### config.mk
export PLATFORM = sky130hd
export DESIGN_NAME = io_burst_control
export DESIGN_NICKNAME = d
export VERILOG_FILES = /design/src/rtl/io_ctrl_pkg.sv /design/src/rtl/io_burst_control_chunk_loader.sv /design/src/rtl/io_burst_control.sv
export SDC_FILE = /design/constraint.sdc
export NUM_CORES = 1
export LEC_CHECK = 0
export ABC_CLOCK_PERIOD_IN_PS = 2500
export BUFFER_PORTS_ARGS = -buffer_cell sky130_fd_sc_hd__clkbuf_2
export CORE_MARGIN = 2
export CORE_UTILIZATION = 42
export CTS_BUF_LIST = sky130_fd_sc_hd__clkbuf_16
export CTS_CLUSTER_SIZE = 25
export DETAILED_ROUTE_END_ITERATION = 10
export PLACE_DENSITY = 0.68
export REMOVE_ABC_BUFFERS = 1
export SYNTH_ARGS = -nofsm -noshare
export SYNTH_HDL_FRONTEND = slang
export SYNTH_HIERARCHICAL = 1
export SYNTH_SLANG_ARGS = --single-unit
### constraint.sdc
create_clock -name clk -period 2.5 [get_ports clk]
set_input_delay 0.5 -clock clk [delete_from_list [all_inputs] [get_ports clk]]
set_output_delay 0.5 -clock clk [all_outputs]
set_load 0.05 [all_outputs]
### src/rtl/io_ctrl_pkg.sv
// Shared types for the key/switch memory-transaction front-end.
// Latency: n/a (types, encodings and a constant function only).
// Backpressure: n/a.
package io_ctrl_pkg;

    typedef enum logic [3:0] {
        IDLE  = 4'd0,
        ADDR  = 4'd1,
        COUNT = 4'd2,
        DATA  = 4'd3,
        REQ   = 4'd4,
        WAIT  = 4'd5,
        SHOW  = 4'd6,
        DONE  = 4'd7
    } st_e;

    localparam logic [1:0] MODE_IDLE  = 2'b00;
    localparam logic [1:0] MODE_READ  = 2'b01;
    localparam logic [1:0] MODE_WRITE = 2'b10;
    localparam logic [1:0] MODE_FIN   = 2'b11;

    // Number of sw_w-bit chunks needed to cover a width-bit value.
    function automatic int nchunks(input int width, input int sw_w);
        return (width + sw_w - 1) / sw_w;
    endfunction

endpackage

### src/rtl/io_burst_control_chunk_loader.sv
// Register filled one SW_W-bit chunk at a time, LSB chunk first, with optional +1.
// Latency: a chunk or increment is visible one cycle after ld/inc.
// Backpressure: none; ld/inc are single-cycle strobes, clr has priority.
// Ports: clr (sync clear of value and index), ld (store chunk at current index),
//        inc (value+1, wraps modulo 2^W), chunk (switch value), val, last (index is top chunk).
module chunk_loader
    import io_ctrl_pkg::*;
#(
    parameter int W    = 25,
    parameter int SW_W = 8
) (
    input  logic            clk,
    input  logic            rst_n,
    input  logic            clr,
    input  logic            ld,
    input  logic            inc,
    input  logic [SW_W-1:0] chunk,
    output logic [W-1:0]    val,
    output logic            last
);
    localparam int N  = nchunks(W, SW_W);
    localparam int CW = (N > 1) ? $clog2(N) : 1;

    logic [W-1:0]      val_q, val_d;
    logic [CW-1:0]     idx_q, idx_d;
    logic [N*SW_W-1:0] pad;

    assign last = (idx_q == CW'(N - 1));
    assign val  = val_q;

    always_comb begin
        val_d = val_q;
        idx_d = idx_q;
        pad   = (N*SW_W)'(val_q);
        if (clr) begin
            val_d = '0;
            idx_d = '0;
        end else if (ld) begin
            // Write through a chunk-aligned view so the top chunk simply drops
            // the bits that fall above W.
            pad[int'(idx_q)*SW_W +: SW_W] = chunk;
            val_d = pad[W-1:0];
            idx_d = last ? '0 : idx_q + 1'b1;
        end else if (inc) begin
            val_d = val_q + 1'b1;
        end
    end

    always_ff @(posedge clk or negedge rst_n) begin
        if (!rst_n) begin
            val_q <= '0;
            idx_q <= '0;
        end else begin
            val_q <= val_d;
            idx_q <= idx_d;
        end
    end

endmodule

### src/rtl/io_burst_control.sv
// Key/switch front-end building single or burst memory reads/writes from switch chunks.
// Latency: key1 committing the last chunk (or advancing) raises mem_req on the next edge.
// Backpressure: one outstanding transaction; waits in WAIT for mem_done, keys ignored there.
// Ports: key0_pulse start/abort/ack, key1_pulse commit/advance, sw chunk+mode bit;
//        mem_* req/done memory handshake; display_data, mode_output, io_done, out_state to UI.
module io_burst_control
    import io_ctrl_pkg::*;
#(
    parameter int ADDR_W    = 25,
    parameter int DATA_W    = 16,
    parameter int SW_W      = 8,
    parameter int MAX_BURST = 16
) (
    input  logic              clk,
    input  logic              rst_n,
    input  logic              key0_pulse,
    input  logic              key1_pulse,
    input  logic [SW_W:0]     sw,
    output logic              mem_req,
    output logic              mem_we,
    output logic [ADDR_W-1:0] mem_addr,
    output logic [DATA_W-1:0] mem_wdata,
    input  logic [DATA_W-1:0] mem_rdata,
    input  logic              mem_done,
    output logic [DATA_W-1:0] display_data,
    output logic [1:0]        mode_output,
    output logic              io_done,
    output logic [3:0]        out_state
);
    localparam int RW = $clog2(MAX_BURST + 1);

    st_e               state_q, state_d;
    logic              we_q, we_d;
    logic [RW-1:0]     rem_q, rem_d;
    logic [DATA_W-1:0] rdata_q, rdata_d;

    logic              go_idle, a_ld, a_inc, d_ld;
    logic              a_last, d_last;
    logic [ADDR_W-1:0] addr_val;
    logic [DATA_W-1:0] wdata_val;

    // Entered length: 0 means a single access, anything larger than MAX_BURST saturates.
    function automatic logic [RW-1:0] clamp_len(input logic [SW_W-1:0] v);
        if (v == '0)
            return RW'(1);
        if (int'(v) > MAX_BURST)
            return RW'(MAX_BURST);
        return RW'(v);
    endfunction

    chunk_loader #(.W(ADDR_W), .SW_W(SW_W)) u_addr (
        .clk   (clk),
        .rst_n (rst_n),
        .clr   (go_idle),
        .ld    (a_ld),
        .inc   (a_inc),
        .chunk (sw[SW_W-1:0]),
        .val   (addr_val),
        .last  (a_last)
    );

    chunk_loader #(.W(DATA_W), .SW_W(SW_W)) u_wdata (
        .clk   (clk),
        .rst_n (rst_n),
        .clr   (go_idle),
        .ld    (d_ld),
        .inc   (1'b0),
        .chunk (sw[SW_W-1:0]),
        .val   (wdata_val),
        .last  (d_last)
    );

    always_comb begin
        state_d = state_q;
        we_d    = we_q;
        rem_d   = rem_q;
        rdata_d = rdata_q;
        go_idle = 1'b0;
        a_ld    = 1'b0;
        a_inc   = 1'b0;
        d_ld    = 1'b0;
        unique case (state_q)
            IDLE: if (key0_pulse) begin
                state_d = ADDR;
                we_d    = sw[SW_W];
            end
            ADDR: if (key0_pulse) begin
                go_idle = 1'b1;
            end else if (key1_pulse) begin
                a_ld = 1'b1;
                if (a_last) state_d = COUNT;
            end
            COUNT: if (key0_pulse) begin
                go_idle = 1'b1;
            end else if (key1_pulse) begin
                rem_d   = clamp_len(sw[SW_W-1:0]);
                state_d = we_q ? DATA : REQ;
            end
            DATA: if (key0_pulse) begin
                go_idle = 1'b1;
            end else if (key1_pulse) begin
                d_ld = 1'b1;
                if (d_last) state_d = REQ;
            end
            REQ: state_d = WAIT;
            // Keys are deliberately ignored here: the transaction must finish.
            WAIT: if (mem_done) begin
                rem_d = rem_q - 1'b1;
                if (!we_q) begin
                    rdata_d = mem_rdata;
                    state_d = SHOW;
                end else if (rem_q == RW'(1)) begin
                    state_d = DONE;
                end else begin
                    a_inc   = 1'b1;
                    state_d = DATA;
                end
            end
            SHOW: if (key0_pulse) begin
                go_idle = 1'b1;
            end else if (key1_pulse) begin
                if (rem_q == '0) begin
                    state_d = DONE;
                end else begin
                    a_inc   = 1'b1;
                    state_d = REQ;
                end
            end
            DONE: if (key0_pulse) go_idle = 1'b1;
            default: go_idle = 1'b1;
        endcase

        // Any return to IDLE leaves every register as it was out of reset.
        if (go_idle) begin
            state_d = IDLE;
            we_d    = 1'b0;
            rem_d   = '0;
            rdata_d = '0;
        end
    end

    always_ff @(posedge clk or negedge rst_n) begin
        if (!rst_n) begin
            state_q <= IDLE;
            we_q    <= 1'b0;
            rem_q   <= '0;
            rdata_q <= '0;
        end else begin
            state_q <= state_d;
            we_q    <= we_d;
            rem_q   <= rem_d;
            rdata_q <= rdata_d;
        end
    end

    // Decoded straight from the state flop so reset removes a pending request at once.
    assign mem_req      = (state_q == REQ);
    assign mem_we       = mem_req & we_q;
    assign mem_addr     = addr_val;
    assign mem_wdata    = wdata_val;
    assign display_data = we_q ? wdata_val : rdata_q;
    assign io_done      = (state_q == DONE);
    assign out_state    = state_q;

    always_comb begin
        mode_output = we_q ? MODE_WRITE : MODE_READ;
        if (state_q == IDLE)
            mode_output = MODE_IDLE;
        else if (state_q == DONE)
            mode_output = MODE_FIN;
    end

endmodule

[Yosys cells after proc, flatten, opt, wreduce, memory -nomap -nowiden]
Index checks and enable logic that the tools add are counted.
Operators by class
  reductions and logical operators: 18
  multiplexer cells: 73
  $lt $le $gt $ge: 1
  bitwise logic cells: 1
  equality and inequality tests: 22
  shift operators: 4
  $add $sub $neg: 6
Operators by type and width (count)
  16-bit two-way mux: 7
  25-bit two-way mux: 3
  4-bit two-way mux: 13
  5-bit two-way mux: 8
  4-bit negation with 33-bit output: 1
  5-bit negation with 33-bit output: 1
  8-bit by 33-bit variable shift with 16-bit output, first input constant: 1
  8-bit by 33-bit variable shift with 32-bit output, first input constant: 1
  8-bit by 33-bit variable part select with 16-bit output: 1
  8-bit by 33-bit variable part select with 32-bit output: 1
  32-bit bitwise mux: 1
  3-bit != test, second input constant: 10
  4-bit case mux with 7 select lines: 1
  1-bit two-way mux: 26
  25-bit by 1-bit adder with 25-bit output, second input constant: 1
  16-bit bitwise mux: 1
  4-bit by 3-bit == test with 1-bit output, second input constant: 4
  2-bit two-way mux: 7
  13-bit AND reduction: 1
  2-bit nonzero test: 6
  5-bit case mux with 2 select lines: 1
  3-bit two-way mux: 3
  4-bit by 2-bit == test with 1-bit output, second input constant: 2
  8-bit by 5-bit > comparator with 1-bit output, second input constant: 1
  other kinds (20): 23
Word-level totals
  output and inout bits: 66
  bits of input ports: 30
  word-level logic and storage cells: 133
  register bits after elaboration: 70

[Logic depth before layout (Yosys ltp)]
Gate-level depths: netlist (run 1).
  depth after elaboration: 15
  gate-level depth with buffers: 11
  mapped depth without buffers: 9

[Hierarchy]
Netlist (run 1), hierarchy kept.
Modules (own cells, without submodules)
  chunk_loader (u_addr): times used 1, cells each 220, seq. area each 675.6 um^2, area an instance 1855.5 um^2
  io_burst_control: times used 1, cells each 174, seq. area each 625.6 um^2, area an instance 1730.4 um^2
  chunk_loader (u_wdata): times used 1, cells each 145, seq. area each 425.4 um^2, area an instance 1242.4 um^2

[Worst setup path after synthesis (run 1)]
Ideal clock, no wire load.
  path kind: register to output
  start: register state_q[2], in the netlist out_state[2]
  end: output port mem_we
  required time: 2000 ps
  data arrival time: 3021 ps
  cell stages (with the launch flop): 6
  buffers on the path: 3
  path slack: -1021 ps
  path through: dfrtp_1 > buf_4 > buf_6 > clkbuf_1 > nor3b_1 > and2_1
On the way
  longest elaborated chain between the ends: 2
Ends and longest elaborated chain
  from (decl): line io_burst_control.sv:32  | st_e state_q, state_d;
  from (signal assigned): line io_burst_control.sv:149  | state_q <= state_d;
  4-bit by 3-bit == test with 1-bit output: line io_burst_control.sv:157  | assign mem_req = (state_q == REQ);
  named net mem_req: line io_burst_control.sv:19  | output logic mem_req,
  1-bit bitwise AND: line io_burst_control.sv:158  | assign mem_we = mem_req & we_q;
  to (decl): line io_burst_control.sv:20  | output logic mem_we,
The timed path passes the listed nets, and every way through them passes these cells.

[Final worst setup path (run 1)]
  start: register rem_q[0]
  end: register u_addr.val_q[9], in the netlist u_addr/val[9]
On the way
  longest elaborated chain between the ends: 6
  elaborated cells between the ends (all ways): 10
  those cells by class: eq/ne: 1; mux: 7; reduce/logical: 2
Ends and longest elaborated chain
  from (decl): line io_burst_control.sv:34  | logic [RW-1:0] rem_q, rem_d;
  from (signal assigned): line io_burst_control.sv:151  | rem_q <= rem_d;
  5-bit by 1-bit == test with 1-bit output or 5-bit logical NOT (tied branches): line io_burst_control.sv:112, io_burst_control.sv:122
  1-bit two-way mux (on tied branches): line io_burst_control.sv:112, io_burst_control.sv:122
  1-bit two-way mux (on tied branches): line io_burst_control.sv:109, io_burst_control.sv:121
  1-bit two-way mux (on tied branches): line io_burst_control.sv:107, io_burst_control.sv:119
  1-bit case mux with 2 select lines *: line io_burst_control.sv:82  | unique case (state_q)
  named net a_inc: line io_burst_control.sv:37  | logic go_idle, a_ld, a_inc, d_ld;
  3-bit nonzero test (no line) *
  to (signal assigned): line io_burst_control_chunk_loader.sv:54  | val_q <= val_d;
  to (decl): line io_burst_control_chunk_loader.sv:24  | logic [W-1:0] val_q, val_d;
Mark *: on every way through the listed nets, which the timed path passes. The rest lies on a longest branch.
A chain may end at the register's enable or synchronous reset.

==> results of run 1 <==
[worst max-delay path: cells and delay by family, from the launching register on]
family	cells	cell delay (ns)
AOI/OAI and AO/OA	3	0.50
adders and majority gates	1	0.14
buffers and inverters	2	0.24
DFF	1	0.42
and+or+nand+nor	4	0.99
[per-layer routing]
| metal | global-route usage (%) | vias to the layer above | routed length (um) |
|---|---|---|---|
| met3 | 3.72 | 16 | 811 |
| met5 | 0 | - | 0 |
| li1 | - | 2236 | - |
| met4 | 6.83 | 0 | 218 |
| met2 | 35.4 | 204 | 6500 |
| met1 | 31.8 | 2330 | 6450 |
[cell families (layout without fill, tap and decap cells)]
group / Yosys count / in the layout / share of synthesized area, %
xor gates and xnor gates: 13 / 13 / 2.36
and+or+nand+nor: 190 / 190 / 23.5
adders and majority gates: 11 / 11 / 2.85
AOI/OAI and AO/OA: 182 / 182 / 25.2
muxes: 21 / 21 / 4.87
DFF: 69 / 69 / 35.8
other: 1 / 2 / 0.0777
buffers and inverters: 52 / 158 / 5.36
[synthesized netlist by cell type, types with 7 or more instances]
| library cell | count |
|---|---|
| ha_1 | 11 |
| dfrtp_1 | 69 |
| o2bb2ai_1 | 7 |
| mux2_2 | 16 |
| nor3_1 | 14 |
| and2_1 | 12 |
| and3_1 | 9 |
| clkbuf_1 | 16 |
| nand2_1 | 28 |
| nand4_1 | 13 |
| nand3_1 | 25 |
| buf_2 | 8 |
| a31oi_1 | 9 |
| a22oi_1 | 9 |
| inv_1 | 19 |
| xor2_1 | 9 |
| a22o_1 | 21 |
| nor4_1 | 8 |
| o21ai_0 | 55 |
| a21oi_1 | 36 |
| nor2b_1 | 13 |
| nor2_1 | 26 |
[worst max path at each step]
stage	startpoint	end	slack, ns	depth (start not counted)
4_1_cts	rem_q[0]	u_addr/val[22]	0.02	9
3_5_place_dp	rem_q[0]	u_addr/val[6]	0.02	9
2_1_floorplan	out_state[0]	u_addr/val[5]	-1.59	7
3_3_place_gp	rem_q[0]	u_addr/val[22]	0.12	9
6_report	rem_q[0]	u_addr/val[9]	0.11	10
5_1_grt	rem_q[0]	u_addr/val[6]	0.02	9
[metrics by stage]
stage,total power [W],hold slack [ns]
floorplan,0.00331,0.204
global placement,0.00400,0.360
detailed placement,0.00406,0.363
CTS,0.00541,0.0127
global route,0.00575,0.0192
finish,0.00545,0.0135
[timing repair]
item,CTS,global route
endpoints found under the hold margin,0,0
buffers inserted,0,0
gates resized for setup,0,8
setup endpoints to repair,0,18
[layout make-up]
type / count / share of cell area, %
Inverter: 19 / 1.22
Sequential cell: 69 / 29.4
Clock buffer: 9 / 3.84
Tap cell: 143 / 3.05
Multi-Input combinational cell: 419 / 49.1
Clock inverter: 6 / 1.36
Timing Repair Buffer: 124 / 12.1
[flip-flops by register name (all words and copies together) (netlist names)]
signal	flops
u_addr/val	25
rdata_q	16
u_wdata/val	16
rem_q	5
out_state	3
u_addr/idx_q	2
u_wdata/last	1
we_q	1
[cells in the final DEF, fill, tap and decap left out, types with 11 or more instances in the layout]
cell type / synthesis / layout
clkbuf_2: 0 / 93
a22o_1: 21 / 21
buf_4: 3 / 29
ha_1: 11 / 11
nand2_1: 28 / 28
a21oi_1: 36 / 35
nor2_1: 26 / 26
o21ai_0: 55 / 55
nand4_1: 13 / 13
mux2_2: 16 / 16
nor2b_1: 13 / 12
nor3_1: 14 / 13
dfrtp_1: 69 / 69
inv_1: 19 / 20
nand3_1: 25 / 25
[power groups by stage]
stage          Combinational [W]  Sequential, W  Clock, W
2_1_floorplan            0.00120        0.00211         0
3_3_place_gp             0.00239        0.00161         0
3_5_place_dp             0.00244        0.00162         0
4_1_cts                  0.00246        0.00160   0.00134
5_1_grt                  0.00270        0.00165   0.00140
6_report                 0.00251        0.00161   0.00133
==> flow_metrics.py, run 1 <==
metrics = {
    "run_status": {
        "status": "finished clean",
    },
    "routing": {
        "first_pass_iters": 5,
        "routed_via_density": 6.07,
        "drtIter0Drc": 290,
        "drtAntennaViolNets": 0,
        "route.detailed.drc": 0,
        "wirelength_um": 14000,
        "vias": 4786,
        "post_drt_wl_per_cell_um": 17.7,
    },
    "clocking": {
        "clk_path_buf_depth": 2,
        "hold_buffers": 0,
        "htree_num_levels": 3,
        "numCtsBuffers": 9,
        "clkLatencyLatePin_ns": 0.33,
        "cts.clk_slew.worst_paths_ns": 0.06,
        "cts_tree": "built",
        "cts_sinks": 69,
        "clock-root-buffer": "clkbuf_16",
    },
    "floorplanning": {
        "core_sq_mm": 0.0113,
        "initial_utilization_pct": 42.7,
        "dieArea_sq_mm": 0.0124,
        "fp.dieW_um": 111,
        "fp.dieH_um": 111,
        "rows": 39,
        "pin_count": 96,
    },
    "yosys": {
        "synth_flop_cell": "dfrtp_1",
        "netlist_instances": 539,
        "ys_seq_area_share_pct": 35.8,
        "avgSynthCellArea_sq_um": 8.96,
        "synth-edff-count": 0,
        "yosysWarnings": 6,
        "synth_cell_type_count": 75,
        "yosys.area.top_type_share_pct": 35.8,
        "ys_top_cells_by_area": "dfrtp_1 36%, o21ai_0 5.7%, a22o_1 3.8%",
        "synth_seq_cells": 69,
        "synthArstFlopShare_pct": 100,
        "netlist_area_sq_mm": 0.00483,
        "yosys.area.top_type": "dfrtp_1",
    },
    "power": {
        "comb_power_share_pct": 46.1,
        "power_density_mw_per_mm2": 928,
        "leakage_nw": 2.66,
        "peakVddDrop_uv": 651,
        "switchingPower_w": 0.00247,
        "p_int_w": 0.00298,
        "switching_share_pct": 45.3,
        "seqPwrFrac_pct": 29.5,
        "pwr-share-clk_pct": 24.3,
    },
    "sta": {
        "slew_headroom_pct": 52.5,
        "hold_viol_final": 0,
        "clock.fmax_ghz": 0.419,
        "post-route-period-util_pct": 95.6,
        "tightest_slew_ns": 0.711,
        "setup_viol": 0,
        "drv_slew": 0,
        "finalSetupTns_ns": 0,
        "skew_ns": 0.00603,
        "layout_min_cycle_time_ns": 2.39,
        "postLayoutSetupSlackWorst_ns": 0.111,
        "rsz0062_at_grt": "no",
    },
    "critical_path": {
        "r2r_start": "rem_q[0]",
        "worstRegToRegCells": 10,
        "path_class": "reg -> reg",
        "crit_required_ns": 2.74,
        "slowest_delay_ns": 0.47,
        "cp_slowest_cell": "or4b_4",
        "r2r-end": "u_addr/val[9]",
        "crit_fanout": 6,
        "worstSetupStartpointType": "register",
        "r2r_setup_slack_ns": 0.11,
        "endpoint_kind": "register",
        "worstPathArrival_ns": 2.63,
        "path_cells": "inv_1 > ha_1 > or4b_4 > a41o_2 > nor2b_1 > nor2_1 > buf_4 > and2_2 > a22oi_1 > o21ai_0",
    },
    "placement": {
        "post-place-ws_ns": 0.0161,
        "dp_cells": 774,
        "numPortBuffers": 94,
        "globalplace.congestion": 0.892,
        "placed_area_sq_mm": 0.00554,
        "place_hpwl_um": 9780,
    },
    "finish": {
        "antenna_cells": 0,
        "regArea_sq_mm": 0.00173,
        "fin_util_pct": 51.8,
        "syn_to_final_growth_pct": 21.6,
        "nets": 683,
        "drive_above_1_share_pct": 28.6,
        "stdcell_count": 789,
        "nFillCells": 1057,
        "multi_input_area_sq_mm": 0.00288,
        "design_area_sq_mm": 0.00587,
    },
    "grt": {
        "grt_pass1_vias": 4588,
        "overflow": 0,
        "antenna_found_initial": 0,
        "grt_util_all_layers_pct": 22.5,
        "grt_start_max_net_pins": 40,
        "grt_pass1_wl_um": 23100,
    },
    "hold_path": {
        "min_path_type": "in -> async",
    },
    "run": {
        "cap_violations": 0,
    },
}
No activity file was read; power rests on OpenSTA's default activity.
==> run 2, diff against run 1 <==
- ABC_CLOCK_PERIOD_IN_PS: 2500 -> 2300
- CORE_ASPECT_RATIO: default -> 0.7
- PLACE_DENSITY: 0.68 -> 0.66
- clock period: 2.5 -> 2.3 ns (I/O delays scaled with it)
==> run 2 against run 1 <==
  * Utilization up 2.3 points
  * Wire length up 3.7%
  * Register-to-register slack worse by 0.03 ns
  * Sequential cell count unchanged
  * Via count up 1.5%
  * First-iteration DRC count up 61%
  * Critical path type unchanged
  * Critical endpoint is now u_addr/val[4]
  * Largest cell class unchanged
  * Largest power group unchanged
==> flow_metrics.py, run 2 (synthesis gave the netlist of run 1 again) <==
metrics = {
    "critical_path": {
        "worstPathArrival_ns": 2.48,
        "path_cells": "inv_1 > ha_1 > or4b_4 > a41o_4 > nor2b_2 > nor2_2 > and2_4 > buf_6 > o21ai_0 > o21ai_1",
        "crit_required_ns": 2.56,
        "slowest_delay_ns": 0.46,
        "endpoint_kind": "register",
        "crit_buf_inv": 2,
        "cp_slowest_cell": "or4b_4",
        "worstSetupStartpointType": "register",
        "path_class": "reg -> reg",
        "cp_top_family": "simple AND/OR/NAND/NOR gates",
        "crit_fanout": 8,
    },
    "routing": {
        "route.detailed.drc": 0,
        "drtAntennaViolNets": 0,
        "post_drt_wl_per_cell_um": 17.8,
        "first_pass_iters": 5,
        "vias": 4859,
        "routed_via_density": 5.98,
        "wirelength_um": 14500,
        "drtIter0Drc": 466,
    },
    "sta": {
        "layout_min_cycle_time_ns": 2.22,
        "clock.fmax_ghz": 0.451,
        "post-route-period-util_pct": 96.4,
        "tightest_slew_ns": 0.783,
        "finalSetupTns_ns": 0,
        "drv_slew": 0,
        "slew_headroom_pct": 47.7,
        "hold_slack_ns": 0.0791,
        "hold_viol_final": 0,
        "skew_ns": 0.0104,
        "postLayoutSetupSlackWorst_ns": 0.0818,
        "setup_viol": 0,
    },
    "finish": {
        "drive_above_1_share_pct": 31.6,
        "nets": 695,
        "largest_register_ff_count": 25,
        "antenna_cells": 0,
        "final_common_cell": "clkbuf_2",
        "final_cell_mix": "93 x clkbuf_2, 69 x dfrtp_1, 52 x o21ai_0",
        "syn_to_final_growth_pct": 24.3,
        "design_area_sq_mm": 0.00600,
    },
    "grt": {
        "overflow": 0,
        "grt_util_all_layers_pct": 23.7,
        "grt_start_max_net_pins": 52,
        "grt_pass1_wl_um": 23500,
        "grt_pass1_vias": 4511,
        "antenna_found_initial": 0,
    },
    "run_status": {
        "status": "finished clean",
    },
    "clocking": {
        "cts_tree": "built",
        "cts.clk_slew.worst_paths_ns": 0.06,
        "clock-root-buffer": "clkbuf_16",
        "cts_sinks": 69,
        "htree_num_levels": 3,
        "clkLatencyLatePin_ns": 0.34,
        "numCtsBuffers": 9,
        "clk_path_buf_depth": 2,
    },
    "floorplanning": {
        "initial_utilization_pct": 43.5,
        "fp.dieH_um": 93.7,
        "rows": 32,
        "dieArea_sq_mm": 0.0124,
        "core_sq_mm": 0.0111,
        "pin_count": 96,
        "fp.dieW_um": 132,
    },
    "placement": {
        "globalplace.congestion": 0.889,
        "place_hpwl_um": 10400,
        "placed_area_sq_mm": 0.00563,
        "post-place-ws_ns": -0.0441,
        "numPortBuffers": 94,
    },
    "run": {
        "cap_violations": 0,
    },
    "power": {
        "p_int_w": 0.00321,
        "switchingPower_w": 0.00279,
        "peakVddDrop_uv": 829,
        "pwr-share-clk_pct": 23.3,
        "power.total_w": 0.00601,
        "leakage_nw": 2.72,
        "seqPwrFrac_pct": 29.7,
        "switching_share_pct": 46.5,
        "comb_power_share_pct": 47.0,
        "power_density_mw_per_mm2": 1000,
    },
    "hold_path": {
        "min_path_type": "in -> async",
    },
}
## run 2: cell types whose count changed in the layout (fill, tap and decap cells not counted), moves of 3 or more
cell     change
o21ai_0      -3
buf_6        +3
o21ai_1      +3
buf_4        +9
## run 2: final timing paths
path | startpoint | end | slack (ns) | depth (start not counted)
hold reg to reg | rdata_q[12] | rdata_q[12] | 0.50 | 1
setup / recovery | rem_q[1] | u_addr/val[4] | 0.08 | 10
min in group clk | mem_rdata[2] | rdata_q[2] | 0.34 | 2
max in group asynchronous | rst_n | rdata_q[7] | 1.57 | 2
hold / removal | rst_n | u_addr/val[18] | 0.08 | 1
setup reg to reg | rem_q[1] | u_addr/val[4] | 0.08 | 10
## run 2: cell type report
cell class                      count  area, sq um
Clock inverter                      7         72.6
Inverter                           19         71.3
Timing Repair Buffer              136          810
Tap cell                          153          191
Sequential cell                    69         1730
Fill cell                        1029         5090
Multi-Input combinational cell    419         2910
Clock buffer                        9          225
## run 2: metrics by stage
| step | cells | util, % |
|---|---|---|
| 2_1_floorplan | 507 | - |
| 3_3_place_gp | 795 | 50.8 |
| 3_5_place_dp | 795 | 50.8 |
| 4_1_cts | 811 | 53.5 |
| 5_1_grt | 812 | 54.1 |
| 6_report | 812 | 54.1 |
## run 2: power by group through the flow
stage	combinational [W]	clock [W]	sequential [W]
finish	0.00282	0.00140	0.00178
floorplan	0.00131	0	0.00229
CTS	0.00272	0.00143	0.00177
global placement	0.00265	0	0.00177
global route	0.00304	0.00148	0.00182
detailed placement	0.00269	0	0.00179
## run 2: worst reg2reg max path, cell delays in order (launching register included)
cell and delay [ns]:
dfrtp_1 0.38, inv_1 0.08, ha_1 0.13, or4b_4 0.46, a41o_4 0.23, nor2b_2 0.17, nor2_2 0.16, and2_4 0.22
buf_6 0.12, o21ai_0 0.08, o21ai_1 0.12
## run 2: layer usage
layer	vias up	global-route usage, %	routed length (um)
li1	2263	-	-
met1	2418	35.1	7090
met2	167	35.8	6440
met3	11	4.48	850
met4	0	5.34	106
met5	-	0	0
## run 2: repair_timing
item / in CTS / in global routing
resized for setup: 4 / 19
pin swaps: 0 / 5
setup endpoints to repair: 11 / 30
setup buffers: 0 / 1
hold buffers: 0 / 0
endpoints found under the hold margin: 0 / 0
